[src/rtl/adc_stream_reader.sv]
// Drains packed ADC channel-pair words from the dual-clock FIFO into fixed-length AXI4-Stream packets.
// Define ADC_OVR_FLAG_EN to add per-channel full-scale flags on m_axis_tuser_o.
module adc_stream_reader #(
  parameter int AdcRes = 14,
  parameter int PktLen = 256,
  parameter int CntW   = 16
) (
  input  logic            clk_sys_i,
  input  logic            rst_i,
  input  logic            enable_i,
  input  logic            fifo_empty_i,
  output logic            fifo_rd_en_o,
  input  logic [31:0]     fifo_dout_i,
  output logic [31:0]     m_axis_tdata_o,
  output logic            m_axis_tvalid_o,
  input  logic            m_axis_tready_i,
  output logic            m_axis_tlast_o,
  output logic [1:0]      m_axis_tuser_o,
  output logic [CntW-1:0] pkt_count_o,
  output logic            fmt_err_o,
  output logic            busy_o
);
  localparam int BW = $clog2(PktLen);

  typedef enum logic [1:0] {IDLE, RUN, STOP} state_t;

  state_t        state_q, state_d;
  logic [BW-1:0] beat_q;
  logic          inflight_q;
  logic [1:0]    occ_q;
  logic          wr_ptr_q, rd_ptr_q;
  logic [31:0]   data_q [2];
  logic [1:0]    last_q;

  logic       push, pop, last_in, stopping, reserved, pkt_closed, fmt_ok;
  logic [2:0] credit_used;

  assign push     = inflight_q;
  assign pop      = m_axis_tvalid_o & m_axis_tready_i;
  assign last_in  = (beat_q == BW'(PktLen - 1));
  assign stopping = (state_q == STOP) | ((state_q == RUN) & ~enable_i);

  // beat_q==0 with nothing in flight means the current packet is fully pushed (or never started).
  assign pkt_closed = (beat_q == '0) & ~inflight_q;
  assign reserved   = stopping & (pkt_closed | (inflight_q & last_in));

  // A beat leaving this cycle frees its slot immediately, which keeps 1 beat/clock with 2 entries.
  assign credit_used  = {1'b0, occ_q} + {2'b0, inflight_q} - {2'b0, pop};
  assign fifo_rd_en_o = (state_q != IDLE) & ~fifo_empty_i & (credit_used < 3'd2) & ~reserved;

  // Upper bits of each half, including the sign bit, must all match.
  assign fmt_ok = ((&fifo_dout_i[15:AdcRes-1]) | ~(|fifo_dout_i[15:AdcRes-1])) &
                  ((&fifo_dout_i[31:15+AdcRes]) | ~(|fifo_dout_i[31:15+AdcRes]));

  always_comb begin
    state_d = state_q;
    unique case (state_q)
      IDLE: if (enable_i) state_d = RUN;
      RUN:  if (!enable_i) state_d = (pkt_closed && occ_q == 2'd0) ? IDLE : STOP;
      STOP: begin
        if (enable_i)
          state_d = RUN;
        else if (pkt_closed && (occ_q == 2'd0 || (occ_q == 2'd1 && pop)))
          state_d = IDLE;
      end
      default: state_d = IDLE;
    endcase
  end

  always_ff @(posedge clk_sys_i or posedge rst_i) begin
    if (rst_i) begin
      state_q     <= IDLE;
      beat_q      <= '0;
      inflight_q  <= 1'b0;
      occ_q       <= '0;
      wr_ptr_q    <= 1'b0;
      rd_ptr_q    <= 1'b0;
      data_q      <= '{default: '0};
      last_q      <= '0;
      pkt_count_o <= '0;
      fmt_err_o   <= 1'b0;
    end else begin
      state_q    <= state_d;
      inflight_q <= fifo_rd_en_o;
      occ_q      <= occ_q + {1'b0, push} - {1'b0, pop};
      if (push) begin
        data_q[wr_ptr_q] <= fifo_dout_i;
        last_q[wr_ptr_q] <= last_in;
        wr_ptr_q         <= ~wr_ptr_q;
        beat_q           <= last_in ? '0 : beat_q + 1'b1;
        if (!fmt_ok) fmt_err_o <= 1'b1;
      end
      if (pop) begin
        rd_ptr_q <= ~rd_ptr_q;
        if (m_axis_tlast_o) pkt_count_o <= pkt_count_o + 1'b1;
      end
    end
  end

`ifdef ADC_OVR_FLAG_EN
  localparam logic [15:0] PosMax = 16'((1 << (AdcRes - 1)) - 1);
  localparam logic [15:0] NegMax = ~PosMax;

  logic [1:0] user_q [2];
  logic [1:0] user_in;

  assign user_in = {(fifo_dout_i[31:16] == PosMax) | (fifo_dout_i[31:16] == NegMax),
                    (fifo_dout_i[15:0]  == PosMax) | (fifo_dout_i[15:0]  == NegMax)};

  always_ff @(posedge clk_sys_i or posedge rst_i) begin
    if (rst_i)     user_q <= '{default: '0};
    else if (push) user_q[wr_ptr_q] <= user_in;
  end

  assign m_axis_tuser_o = user_q[rd_ptr_q];
`else
  assign m_axis_tuser_o = 2'b00;
`endif

  assign m_axis_tvalid_o = (occ_q != 2'd0);
  assign m_axis_tdata_o  = data_q[rd_ptr_q];
  assign m_axis_tlast_o  = last_q[rd_ptr_q];
  assign busy_o          = (state_q != IDLE);

endmodule
[config.mk]
export PLATFORM = sky130hd
export DESIGN_NAME = adc_stream_reader
export DESIGN_NICKNAME = d
export VERILOG_FILES = /design/src/rtl/adc_stream_reader.sv
export SDC_FILE = /design/constraint.sdc
export NUM_CORES = 1
export LEC_CHECK = 0
export CORE_ASPECT_RATIO = 0.75
export CORE_UTILIZATION = 30
export CTS_BUF_LIST = sky130_fd_sc_hd__clkbuf_16
export DETAILED_ROUTE_END_ITERATION = 8
export GPL_TIMING_DRIVEN = 0
export PLACE_DENSITY = 0.54
export SYNTH_ARGS = -nofsm -noshare
export SYNTH_HDL_FRONTEND = slang
export SYNTH_SLANG_ARGS = --single-unit
[constraint.sdc]
create_clock -name clk_sys_i -period 3.65 [get_ports clk_sys_i]
set_input_delay 0.365 -clock clk_sys_i [delete_from_list [all_inputs] [get_ports clk_sys_i]]
set_output_delay 0.365 -clock clk_sys_i [all_outputs]
set_load 0.005 [all_outputs]
==> run summary, run 1 <==
fin crit share -> 94.5%
H-tree depth reported by CTS -> 3
ANT nets after route -> 0
CTS tree -> done
Vias/cell -> 4.54
wire length per cell -> 15.0 um
ys async rst share -> 100%
Die Ht -> 107 um
# hold bufs at CTS -> 0
Synth Instances -> 321
FF+latch count, synth -> 98
RSZ-0062 raised after global routing -> false
DR iter-0 viols -> 57
clk sinks -> 98
EDFF count, synth -> 0
Worst IR Drop VDD -> 378 uV
cell family with most CP delay -> adder cells
final instance area -> 5840 um^2
n_diodes -> 0
Seq/Total Area, Yosys -> 55.9%
Layout Nets -> 466
slowest cell on the critical path -> clkdlybuf4s50_1
outcome -> finished clean
Static Leak -> 2.48 nW
cell taking the most area after synthesis -> dfrtp_1
Core Util, Final -> 41.8%
port bufs -> 89
Worst Setup SP -> occ_q[1]
Slew headroom -> 55.8%
Hold Crit Class -> in2async
Max-cap violations -> 0
antenna violations before repair -> 0
Routed WL -> 9.32 mm
post-synthesis cell type count -> 37
global route total overflow -> 0
critical path cell sequence -> o21ai_4 > inv_1 > ha_1 > inv_1 > ha_1 > fa_1 > nor2_1 > nand3_1 > a21oi_1 > clkdlybuf4s50_1
YS warnings -> 0
Crit Path Class -> reg2out
Die Wd -> 142 um
WP buf/inv -> 3
Main synth FF type -> dfrtp_1
final setup fails -> 0
worst slew pin tran -> 663 ps
Via Count -> 2817
DRT Pass-1 Iters -> 4
largest net degree at the start of global routing -> 66
Slew Viols, Final -> 0
WHS -> 407 ps
DRC -> 0
crit-path max FO -> 6
synth top area cells -> dfrtp_1 56%, mux2_2 25%, xnor2_1 2.8%
WP data arrival -> 3080 ps
Post-synth top cells -> 98 x dfrtp_1, 98 x mux2_2, 14 x nand2_1, 14 x xnor2_1, 10 x inv_1
Period minus WS final -> 3450 ps
Row Count -> 37
top cell type's share of synthesized area -> 55.9%
first-pass GRT wire length -> 15.7 mm
Power Density -> 759 nW/um^2
CTS Buf Count -> 9
Clock Skews -> 7.13 ps
Crit. End Element -> output pin
GRT Total Usage -> 13.4%
clk slew on worst S/H paths -> 70 ps
CTS Buffer Depth -> 2
Die ar. -> 15100 um^2
Area Overhead vs Synth -> 33.2%
dpl hpwl -> 6.59 mm
WP data required -> 3280 ps
Skew-Pair Late Insertion Delay -> 330 ps
startpoint types -> flip-flop
FMAX -> 290 MHz
Mean Syn Cell Area -> 13.7 um^2
routability cong. -> 0.760
origin of the critical flop-to-flop path -> occ_q[1]
vias in the first global route -> 2954
CP peak stage delay -> 540 ps
starting density of the core -> 31.4%
Core Region -> 14000 um^2
I/O pin total -> 92
Area after DPL -> 5550 um^2
Mapped Area -> 4390 um^2
Root Driver -> clkbuf_16
final hold violation count -> 0
R2R setup slack -> 1340 ps
share of layout cells above drive strength 1 -> 29.6%
[worst paths after layout]
path,end,cells past startpoint
max in group asynchronous,data_q[33],3
setup reg to reg,inflight_q,9
hold reg to reg,fmt_err_o,1
setup / recovery,fifo_rd_en_o,10
hold / removal,pkt_count_o[15],2
min in group clk_sys_i,fmt_err_o,1
[power breakdown]
part	switching [W]	internal [W]	leakage, nW
clock	0.000381	0.000517	0.134
combinational	0.000649	0.00118	1.13
sequential	0.000205	0.00150	1.22
total	0.00123	0.00320	2.48
[stage by stage]
stage / std cells / TNS, ps / setup slack, ps / total power, W
after detailed placement: 607 / -40.2 / -40.2 / 0.00356
final: 621 / 0 / 200 / 0.00443
after CTS: 621 / 0 / 15.1 / 0.00451
after floorplan: 322 / 0 / 723 / 0.00272
after global placement: 606 / -79950 / -825 / 0.00352
after global routing: 621 / 0 / 7.16 / 0.00475
[layer usage]
metal | track usage, % | vias to the layer above | wire (um) | share of wire (%)
met5 | 0 | - | 0 | 0
met2 | 20.4 | 73 | 4100 | 44
met4 | 3.00 | 0 | 91 | 0.98
li1 | - | 1336 | - | -
met1 | 17.7 | 1399 | 4380 | 47
met3 | 5.67 | 9 | 753 | 8.1
[final cells by class]
type                    instances  area [um^2]
fillers                      1306         8140
clock inverters                 5         48.8
inverters                      10         40.0
well taps                     195          244
multi-input cells             200         1840
plain buffers                  14         72.6
clock buffers                   9          225
repair buffers                 90          918
flip-flops and latches         98         2450
[logic make-up (layout without fill, tap and decap cells)]
kind of cell | Yosys count | in the layout | share of synthesized area (%)
AOI/OAI and AO/OA | 14 | 14 | 1.91
xor gates and xnor gates | 22 | 22 | 4.39
adders and majority gates | 6 | 6 | 1.88
buffers and inverters | 24 | 128 | 2.51
DFF | 98 | 98 | 55.9
muxes | 101 | 101 | 25.9
other | 1 | 2 | 0.0855
and+or+nand+nor | 55 | 55 | 7.36
[worst register-to-register path, cell delays in order, from the launching register on]
cell and delay (ps):
dfrtp_1 430, o21ai_4 350, inv_1 80, ha_1 280, inv_1 40, ha_1 180
fa_1 460, nor2_1 100, nand3_1 80, a21oi_1 210
[state kept, by name (all words and copies together) (netlist names)]
signal and flops:
occ_q 2, inflight_q 1, pkt_count_o 16, last_q 2, state_q 2, rd_ptr_q 1, wr_ptr_q 1, data_q 64
fmt_err_o 1, beat_q 8
[placed cells by master (no fill, tap or decap), types with 2 or more instances in the layout]
cell / count
a21oi_1: 4
and3_1: 2
and4_1: 4
buf_2: 7
buf_4: 3
clkbuf_1: 4
clkbuf_16: 9
clkdlybuf4s50_1: 89
clkinv_1: 2
conb_1: 2
dfrtp_1: 98
ha_1: 5
inv_1: 10
mux2_2: 98
mux2i_1: 2
nand2_1: 14
nand3_1: 8
nand4_1: 8
nor2_1: 7
nor3_1: 3
o21ai_0: 4
xnor2_1: 14
xor2_1: 8
[what timing repair did]
item,in CTS,in global routing
cloned,0,0
resized for setup,1,1
buffers inserted,0,0
setup endpoints to repair,1,1
No activity file was read; power rests on OpenSTA's default activity.
==> run 2, diff against run 1 <==
Settings changed: RECOVER_POWER from default to 25.
Clock period 3.65 ns to 3.3 ns, I/O delays scaled along.
==> run 2 against run 1 <==
  * The flow now finishes with violations (max-capacitance violations, max-slew violations)
  * Hold slack improved by 46 ps
  * Count of clock-buffer cells in the layout unchanged
  * Power increased by 11%
  * Critical endpoint unchanged
  * Die area unchanged
  * Wire length increased by 0.15%
  * Via count increased by 0.46%
==> run summary, run 2 (synthesis gave the netlist of run 1 again) <==
Regs by FF count -> data_q x64, pkt_count_o x16, beat_q x8
share of layout cells above drive strength 1 -> 29.7% (+0.16 points)
FMAX -> 322 MHz
Routed WL -> 9.34 mm (+0.15%)
fin crit share -> 94.0%
critical path cell sequence -> o21ai_4 > inv_1 > ha_1 > inv_1 > ha_1 > fa_1 > nor2_1 > nand3_1 > a21oi_2 > clkdlybuf4s50_1
Die Wd -> 142 um (unchanged)
port bufs -> 89 (unchanged)
Via Count -> 2830 (+0.46%)
outcome -> finished with violations
startpoint types -> flip-flop
Slew headroom -> -0.331% (-56 points)
clk slew on worst S/H paths -> 60 ps (about the same)
cell family with most CP delay -> adder cells
final hold violation count -> 0 (unchanged)
DR iter-0 viols -> 76 (+33%)
ANT nets after route -> 0 (unchanged)
GRT Total Usage -> 13.4% (unchanged)
Worst IR Drop VDD -> 418 uV (+11%)
CTS Buf Count -> 9 (unchanged)
largest register by flop count -> data_q
commonest non-fill, non-tap cells in the layout -> 98 x mux2_2, 98 x dfrtp_1, 86 x clkdlybuf4s50_1, 14 x nand2_1, 14 x xnor2_1
wire length per cell -> 15.0 um (about the same)
Period minus WS final -> 3100 ps
WP buf/inv -> 3 (unchanged)
Clock Skews -> 8.05 ps (+0.910 ps)
final setup fails -> 0 (unchanged)
clk sinks -> 98 (unchanged)
CP peak stage delay -> 520 ps (-20 ps)
CTS Buffer Depth -> 2 (unchanged)
Area after DPL -> 5550 um^2 (unchanged)
DRC -> 0 (unchanged)
H-tree depth reported by CTS -> 3 (unchanged)
Row Count -> 37 (unchanged)
Layout Nets -> 467 (+0.21%)
Design Power -> 0.00491 W (+11%)
Vias/cell -> 4.55 (+0.30%)
origin of the critical flop-to-flop path -> occ_q[0]
Hold Crit Class -> reg2reg
Slew Viols, Final -> 1 (+1)
setup TNS -> 0 ps (unchanged)
Skew-Pair Late Insertion Delay -> 330 ps (about the same)
Area Overhead vs Synth -> 32.9%
WP data arrival -> 2770 ps (-310 ps)
I/O pin total -> 92 (unchanged)
global route total overflow -> 0 (unchanged)
Power Density -> 842 nW/um^2 (+11%)
antenna violations before repair -> 0 (unchanged)
RSZ-0062 raised after global routing -> false
n_diodes -> 0 (unchanged)
starting density of the core -> 31.4% (unchanged)
worst slew pin tran -> 1500 ps (+834 ps)
Root Driver -> clkbuf_16
dpl hpwl -> 6.59 mm (unchanged)
Max-cap violations -> 1 (+1)
crit-path max FO -> 2 (-4)
vias in the first global route -> 2958 (+0.14%)
Core Region -> 14000 um^2 (unchanged)
failing checks -> max-capacitance violations, max-slew violations
routability cong. -> 0.760 (unchanged)
WP data required -> 2970 ps (-310 ps)
max FFs per register -> 64 (unchanged)
Worst Setup SP -> occ_q[0]
final instance area -> 5830 um^2 (-0.19%)
Crit Path Class -> reg2out
first-pass GRT wire length -> 15.7 mm (about the same)
Crit. End Element -> output pin
Die Ht -> 107 um (unchanged)
Die ar. -> 15100 um^2 (unchanged)
Hold Startpoint -> fmt_err_o
slowest cell on the critical path -> clkdlybuf4s50_1
Static Leak -> 2.47 nW (-0.51%)
DRT Pass-1 Iters -> 4 (unchanged)
CTS tree -> done
largest net degree at the start of global routing -> 66 (unchanged)
-- run 2: final timing paths --
check | to | slack [ps] | depth (start not counted)
setup reg to reg | inflight_q | 1300 | 9
hold reg to reg | fmt_err_o | 450 | 1
setup / recovery | fifo_rd_en_o | 200 | 10
max in group asynchronous | data_q[59] | 890 | 3
hold / removal | fmt_err_o | 450 | 1
min in group asynchronous | pkt_count_o[15] | 800 | 2
-- run 2: cell type report --
cell class / instances / area [um^2]
Sequential cell: 98 / 2450
Clock inverter: 5 / 48.8
Buffer: 14 / 71.3
Inverter: 10 / 38.8
Multi-Input combinational cell: 200 / 1840
Fill cell: 1306 / 8150
Clock buffer: 9 / 225
Timing Repair Buffer: 91 / 906
Tap cell: 195 / 244
-- run 2: per-stage QoR --
stage / hold WS, ps / worst slack, ps / std cells / utilization, %
2_1_floorplan: 415 / 408 / 322 / -
3_5_place_dp: 449 / -320 / 607 / 39.7
6_report: 453 / 198 / 622 / 41.7
4_1_cts: 382 / 95.8 / 622 / 41.8
3_3_place_gp: 437 / -1140 / 606 / 39.5
5_1_grt: 484 / 37.3 / 622 / 41.7
-- run 2: layer usage --
layer	GRT usage [%]	vias to the layer above	share of wire (%)
met5	0	-	0
met4	3.00	0	0.97
met3	5.67	9	8.1
met2	20.3	73	43
met1	17.8	1414	48
li1	-	1334	-
-- run 2: worst register-to-register path, delay by kind of cell (launching register included) --
kind,cells,cell delay (ps)
compound gates,2,320
fa+ha+maj,3,900
buf+inv,2,100
flops,1,410
simple gates,2,190
-- run 2: where the power goes --
| group | switching [W] | internal, W | total [W] |
|---|---|---|---|
| combinational | 0.000720 | 0.00131 | 0.00203 |
| sequential | 0.000227 | 0.00166 | 0.00189 |
| clock | 0.000424 | 0.000571 | 0.000995 |
-- run 2: repair_timing --
item	4_1_cts	5_1_grt
cloned	0	0
pin swaps	1	0
endpoints found under the setup margin	1	1
gates resized for setup	2	1
hold buffers	0	0
setup buffers	1	0
